$ cat src/rtl/u_d_sweep_ctrl.sv
// rtl/u_d_sweep_ctrl.sv - triangle sweep sequencer for an 8-bit up/down load counter
module u_d_sweep_ctrl #(
  parameter int W  = 8,
  parameter int PW = 4
) (
  input  logic          clk_i,
  input  logic          rst_ni,
  input  logic          start_i,
  input  logic          abort_i,
  input  logic [W-1:0]  lo_i,
  input  logic [W-1:0]  hi_i,
  input  logic [PW-1:0] passes_i,
  input  logic [W-1:0]  ctr_count_i,
  output logic          ctr_load_o,
  output logic          ctr_u_d_o,
  output logic [W-1:0]  ctr_data_o,
  output logic          busy_o,
  output logic          done_o,
  output logic          aborted_o,
  output logic          err_o,
  output logic [PW-1:0] pass_idx_o
);

  typedef enum logic [2:0] {
    S_IDLE = 3'd0,
    S_LOAD = 3'd1,
    S_UP   = 3'd2,
    S_DOWN = 3'd3,
    S_DONE = 3'd4
  } state_t;

  state_t        state_q, state_d;
  logic [W-1:0]  lo_q, lo_d;
  logic [W-1:0]  hi_q, hi_d;
  logic [PW-1:0] passes_q, passes_d;
  logic [PW-1:0] pass_idx_q, pass_idx_d;
  logic          err_q, err_d;
  logic          aborted_q, aborted_d;

  // State, latched sweep configuration, pass counter and status flags.
  always_ff @(posedge clk_i or negedge rst_ni) begin
    if (!rst_ni) begin
      state_q    <= S_IDLE;
      lo_q       <= '0;
      hi_q       <= '0;
      passes_q   <= '0;
      pass_idx_q <= '0;
      err_q      <= 1'b0;
      aborted_q  <= 1'b0;
    end else begin
      state_q    <= state_d;
      lo_q       <= lo_d;
      hi_q       <= hi_d;
      passes_q   <= passes_d;
      pass_idx_q <= pass_idx_d;
      err_q      <= err_d;
      aborted_q  <= aborted_d;
    end
  end

  // Next state and counter drive; the default self-reloads the counter so it holds.
  always_comb begin
    state_d    = state_q;
    lo_d       = lo_q;
    hi_d       = hi_q;
    passes_d   = passes_q;
    pass_idx_d = pass_idx_q;
    err_d      = 1'b0;
    aborted_d  = aborted_q;
    ctr_load_o = 1'b1;
    ctr_u_d_o  = 1'b0;
    ctr_data_o = ctr_count_i;
    done_o     = 1'b0;

    unique case (state_q)
      S_IDLE: begin
        if (start_i) begin
          if (lo_i >= hi_i) begin
            err_d = 1'b1;
          end else if (passes_i == '0) begin
            aborted_d = 1'b0;
            state_d   = S_DONE;
          end else begin
            lo_d       = lo_i;
            hi_d       = hi_i;
            passes_d   = passes_i;
            pass_idx_d = '0;
            aborted_d  = 1'b0;
            state_d    = S_LOAD;
          end
        end
      end
      S_LOAD: begin
        ctr_data_o = lo_q;
        state_d    = S_UP;
      end
      S_UP: begin
        if (abort_i) begin
          aborted_d = 1'b1;
          state_d   = S_DONE;
        end else begin
          ctr_load_o = 1'b0;
          if (ctr_count_i != hi_q) begin
            ctr_u_d_o = 1'b1;
          end else begin
            state_d = S_DOWN;
          end
        end
      end
      S_DOWN: begin
        if (abort_i) begin
          aborted_d = 1'b1;
          state_d   = S_DONE;
        end else if (ctr_count_i != lo_q) begin
          ctr_load_o = 1'b0;
        end else if (pass_idx_q < (passes_q - PW'(1))) begin
          // Turn around at the floor without a dead cycle.
          ctr_load_o = 1'b0;
          ctr_u_d_o  = 1'b1;
          pass_idx_d = pass_idx_q + PW'(1);
          state_d    = S_UP;
        end else begin
          state_d = S_DONE;
        end
      end
      S_DONE: begin
        done_o  = 1'b1;
        state_d = S_IDLE;
      end
      default: begin
        state_d = S_IDLE;
      end
    endcase
  end

  // Status decodes.
  always_comb begin
    busy_o     = (state_q == S_LOAD) || (state_q == S_UP) || (state_q == S_DOWN);
    aborted_o  = aborted_q;
    err_o      = err_q;
    pass_idx_o = pass_idx_q;
  end

endmodule

$ cat config.mk
export PLATFORM = sky130hd
export DESIGN_NAME = u_d_sweep_ctrl
export DESIGN_NICKNAME = d
export VERILOG_FILES = /design/src/rtl/u_d_sweep_ctrl.sv
export SDC_FILE = /design/constraint.sdc
export NUM_CORES = 1
export LEC_CHECK = 0
export ABC_CLOCK_PERIOD_IN_PS = 3500
export BUFFER_PORTS_ARGS = -buffer_cell sky130_fd_sc_hd__buf_2
export CORE_MARGIN = 2
export CORE_UTILIZATION = 52
export DETAILED_ROUTE_END_ITERATION = 7
export GPL_TIMING_DRIVEN = 0
export PLACE_DENSITY = 0.85
export SLEW_MARGIN = 30
export SYNTH_ARGS = -nofsm -noshare
export SYNTH_HDL_FRONTEND = slang
export SYNTH_SLANG_ARGS = --single-unit
$ cat constraint.sdc
create_clock -name clk_i -period 3.5 [get_ports clk_i]
set_clock_uncertainty 0.1 [all_clocks]
set_input_delay 0.525 -clock clk_i [delete_from_list [all_inputs] [get_ports clk_i]]
set_output_delay 0.525 -clock clk_i [all_outputs]
set_load 0.03 [all_outputs]
; Word-level counts from Yosys, hierarchy flattened
; Index checks and enable logic that the tools add are counted.
[classes]
n_addsub = 2
magnitude_cmp = 2
eq_ne = 15
n_mux = 36
n_bitwise = 2
n_reduce_logical = 11
[ops]
columns = op, count
row1 = $mux W3, 8
row2 = $mux W4, 6
row3 = $mux W1, 16
row4 = $ne A8 B8 Y1, 2
row5 = $ne A2 B2 Y1 const B, 6
row6 = $pmux W3 S4, 1
row7 = $reduce_and A4 Y1, 3
row8 = $ge A8 B8 Y1, 1
row9 = $mux W8, 1
row10 = $pmux W4 S2, 1
row11 = $reduce_and A7 Y1, 1
row12 = $eq A3 B2 Y1 const B, 2
row13 = $ne A3 B3 Y1 const B, 2
row14 = $pmux W1 S2, 3
row15 = $add A4 B1 Y4 const B, 1
row16 = $logic_not A4 Y1, 1
row17 = $lt A4 B4 Y1, 1
row18 = $reduce_bool A2 Y1, 2
row19 = $sub A4 B1 Y4 const B, 1
row20 = $eq A3 B1 Y1 const B, 1
row21 = $eq A3 B3 Y1 const B, 1
row22 = $logic_not A3 Y1, 1
row23 = $logic_or A1 B1 Y1, 2
row24 = $ne A2 B1 Y1 const B, 1
row25 = 2 further kinds, 3
[word_totals]
regBits = 29
inputBits = 32
out_inout_bits = 18
wordCells = 75

; Longest topological paths before layout
[logic_depth]
depth_word = 6
mapped_depth = 9
mapped_depth_nobuf = 9

; Worst setup path after synthesis
; Ideal clock, no wire load.
[synth_timing]
path_kind = register to output
start = register passes_q[0]
end = output ctr_u_d_o
t_arrival_ps = 2152
setup_slack_ps = 723
path_stages_with_launch = 9
path_buffers = 0
path_cell_list = dfrtp_1 > inv_1 > ha_1 > xnor2_1 > ha_1 > nor4_1 > a211oi_2 > or4_4 > nand2_1
[synth_between]
elab_chain_len = 6
[synth_rtl]
columns = item, line_no
row1 = start: declaration, 35  ; logic [PW-1:0] passes_q, passes_d;
row2 = start signal: assignment, 54  ; passes_q <= passes_d;
row3 = $sub A4 B1 Y4, 116  ; end else if (pass_idx_q < (passes_q - PW'(1))) begin
row4 = $lt A4 B4 Y1, 116
row5 = $mux W1, 116
row6 = $mux W1, 114  ; end else if (ctr_count_i != lo_q) begin
row7 = $mux W1, 111  ; if (abort_i) begin
row8 = $pmux W1 S2, 75  ; unique case (state_q)
row9 = end: declaration, 15  ; output logic ctr_u_d_o,
; No other way between the ends.

; Worst setup path in the final report
; Ends and elaborated chain as after synthesis.

==> flow_summary_export.csv <==
group,metric,value,unit
critical_path,cp-startpoint,"passes_q[0]",
power,power_density,751,mW/mm²
flow_run,max-cap-violations,0,
place,port_buffers,48,
critical_path,end_kind,"primary output",
logic_synthesis,synth_seq_cells,29,
timing,finalHoldViolCount,0,
critical_path,timing.rr.start,"passes_q[0]",
clock_tree,cts_tree,"yes",
logic_synthesis,syn_inst,175,
timing,setup_viol,0,
critical_path,rr_endpoint,"pass_idx_o[1]",
global_routing,grt_overflow,0,
global_routing,grt_max_degree,30,
final_layout,drive_above_1_share,0.351,
floorplanning,pin_count,50,
critical_path,rr_worst_depth,8,
global_routing,grt_pass1_vias,1498,
clock_tree,root_buffer,"clkbuf_4",
clock_tree,h-tree-depth,2,
route,postRouteAntennaNets,0,
place,post-place-ws,0.542,ns
floorplanning,die_area,0.00405,mm²
critical_path,rrSetupSlack,0.79,ns
logic_synthesis,synthDistinctLibCells,44,
route,wl_per_cell,14.9,µm
timing,maxSlewViolCount,0,
clock_tree,hold_buffers,0,
place,placed_area,0.00215,mm²
route,drt-vias-per-instance,5.57,
global_routing,grt_pass1_wl,6960,µm
global_routing,antenna_found_initial,0,
logic_synthesis,netlist.area_leader.share,0.392,
timing,setup-tns-final,0,ns
power,ir_drop,379,µV
floorplanning,core,0.00339,mm²
timing,min_period,3.30,ns
clock_tree,clk_pin_slew,0.10,ns
critical_path,worstSetupPathType,"flip-flop to primary output",
logic_synthesis,ys.flop_type,"dfrtp_1",
clock_tree,cts_setup_buffers,0,
global_routing,track_usage,0.225,
timing,rsz0062_at_grt,"no",
route,dr_total_vias,1544,
critical_path,crit_arrival,2.68,ns
clock_tree,cts_buffers,5,
logic_synthesis,syn_area,0.00185,mm²
min_path,holdCritPathClass,"input pin to async pin",
logic_synthesis,synth.area.top_cells,"dfrtp_1 39%, ha_1 8.8%, xnor2_1 8.5%",
clock_tree,cts_buffer_depth,2,
critical_path,startpoint_type,"flip-flop",
logic_synthesis,ys_seq_area_frac,0.392,
route,drt_iter0_drc,75,
place,gp_congestion,0.797,
final_layout,antenna_cells,0,
timing,hold_ws,0.123,ns
route,drc_errors,0,
place,dp_hpwl,3180,µm
logic_synthesis,ys_async_sr_fraction,1.00,
timing,slew_headroom,0.521,
clock_tree,cts.sinks,29,
critical_path,crit_path_max_fanout,4,
final_layout,fill_cells,276,
logic_synthesis,syn_nets,220,
clock_tree,cts_resized,0,
route,wirelength,4140,µm
logic_synthesis,yosysTopAreaCell,"dfrtp_1",
final_layout,multiInputGateArea,0.00106,mm²
logic_synthesis,synth_edf_count,0,
logic_synthesis,syn_area_per_cell,10.6,µm²
floorplanning,placementRows,21,
clock_tree,clk_latency,0.34,ns
floorplanning,die_h,63.7,µm
timing,max_freq,303,MHz
run_status,status,"finished, final reports clean",
floorplanning,fp.dieW,63.7,µm
final_layout,ff_latch_area,726,µm²
logic_synthesis,yosys_warnings,0,
final_layout,final_nets,275,
final_layout,fin_area,0.00224,mm²
floorplanning,initial_core_util,0.546,
timing,layout_worst_path_cycle_share,0.943,
critical_path,worst-endpoint-required,2.87,ns
timing,tightestPinTransition,0.715,ns
final_layout,area_growth,21.0,%
timing,layout_setup_ws,0.198,ns
route,drt_first_pass_iters,4,
power,p_leak,1.06,nW
critical_path,setup.worst_path.end,"ctr_u_d_o",
critical path: stages (launching register included):
cell and delay [ns]:
dfrtp_1 0.43, nor3_1 0.27, xnor2_1 0.11, ha_1 0.25, nor4_4 0.28, a211oi_2 0.14, or4_4 0.57, nand2_1 0.10
buf_2 0.20
cells by family after synthesis:
| logic type | share of synthesized area |
|---|---|
| adders and majority gates | 0.0878 |
| xor gates and xnor gates | 0.0851 |
| and+or+nand+nor | 0.122 |
| buffers and inverters | 0.0392 |
| muxes | 0.137 |
| AOI/OAI and AO/OA | 0.137 |
| DFF | 0.392 |
sequential cells by signal (all words and copies together), names as in the netlist:
| signal | count |
|---|---|
| aborted_o | 1 |
| state_q | 3 |
| lo_q | 8 |
| hi_q | 8 |
| err_o | 1 |
| passes_q | 4 |
| pass_idx_o | 4 |
cells in the mapped netlist (2+ instances only):
library cell,count
ha_1,13
and3_1,2
nand4_1,4
nor2_1,6
o21ai_1,10
o21a_1,2
mux2_2,11
a31oi_1,2
dfrtp_1,29
nor4_1,2
o21ai_0,11
a21oi_1,5
nand2_1,8
mux2_4,2
buf_6,2
xnor2_1,18
inv_1,11
nor3_1,4
mux2_1,8
area by class of cell:
class / instances / area share
well taps: 46 / 0.0257
plain buffers: 4 / 0.0140
repair buffers: 48 / 0.107
flip-flops and latches: 29 / 0.324
clock inverters: 1 / 0.0134
multi-input cells: 131 / 0.473
inverters: 11 / 0.0184
clock buffers: 7 / 0.0246
power by group:
group	internal [W]	total, W	switching (W)
registers	0.000471	0.000592	0.000121
logic	0.000356	0.000797	0.000441
clock network	0.000171	0.000293	0.000122
routing by layer:
layer	track usage	part of all wire	routed length [µm]
met2	0.391	0.50	2060
met3	0.0714	0.061	252
met5	0	0	0
met1	0.268	0.43	1780
met4	0.0571	0.012	51
metrics by stage:
stage	std cells	power, W	utilization
3_3_place_gp	269	0.00136	0.634
4_1_cts	277	0.00168	0.659
2_1_floorplan	175	0.00118	-
3_5_place_dp	269	0.00139	0.634
5_1_grt	277	0.00180	0.661
6_report	277	0.00168	0.661
cell usage in the layout (no fill, tap or decap), drive strengths merged, types with 2 or more instances in the layout:
cell type,instances
nand2,8
o21a,2
mux2,21
xnor2,18
dfrtp,29
a21oi,5
a211oi,2
nor2,8
a31oi,2
and3,2
clkbuf,8
nand4,4
inv,11
ha,13
o21ai,22
nor4,3
buf,51
nor3,5
how the worst min path moves through the flow:
stage,slack (ns),end,start,depth (start not counted)
2_1_floorplan,0.13,aborted_o,rst_ni,0
5_1_grt,0.15,hi_q[3],rst_ni,1
6_report,0.12,state_q[0],rst_ni,1
3_3_place_gp,0.39,hi_q[0],hi_q[0],1
4_1_cts,0.14,aborted_o,rst_ni,1
3_5_place_dp,0.40,aborted_o,aborted_o,1
(Power assumes the default switching activity.)
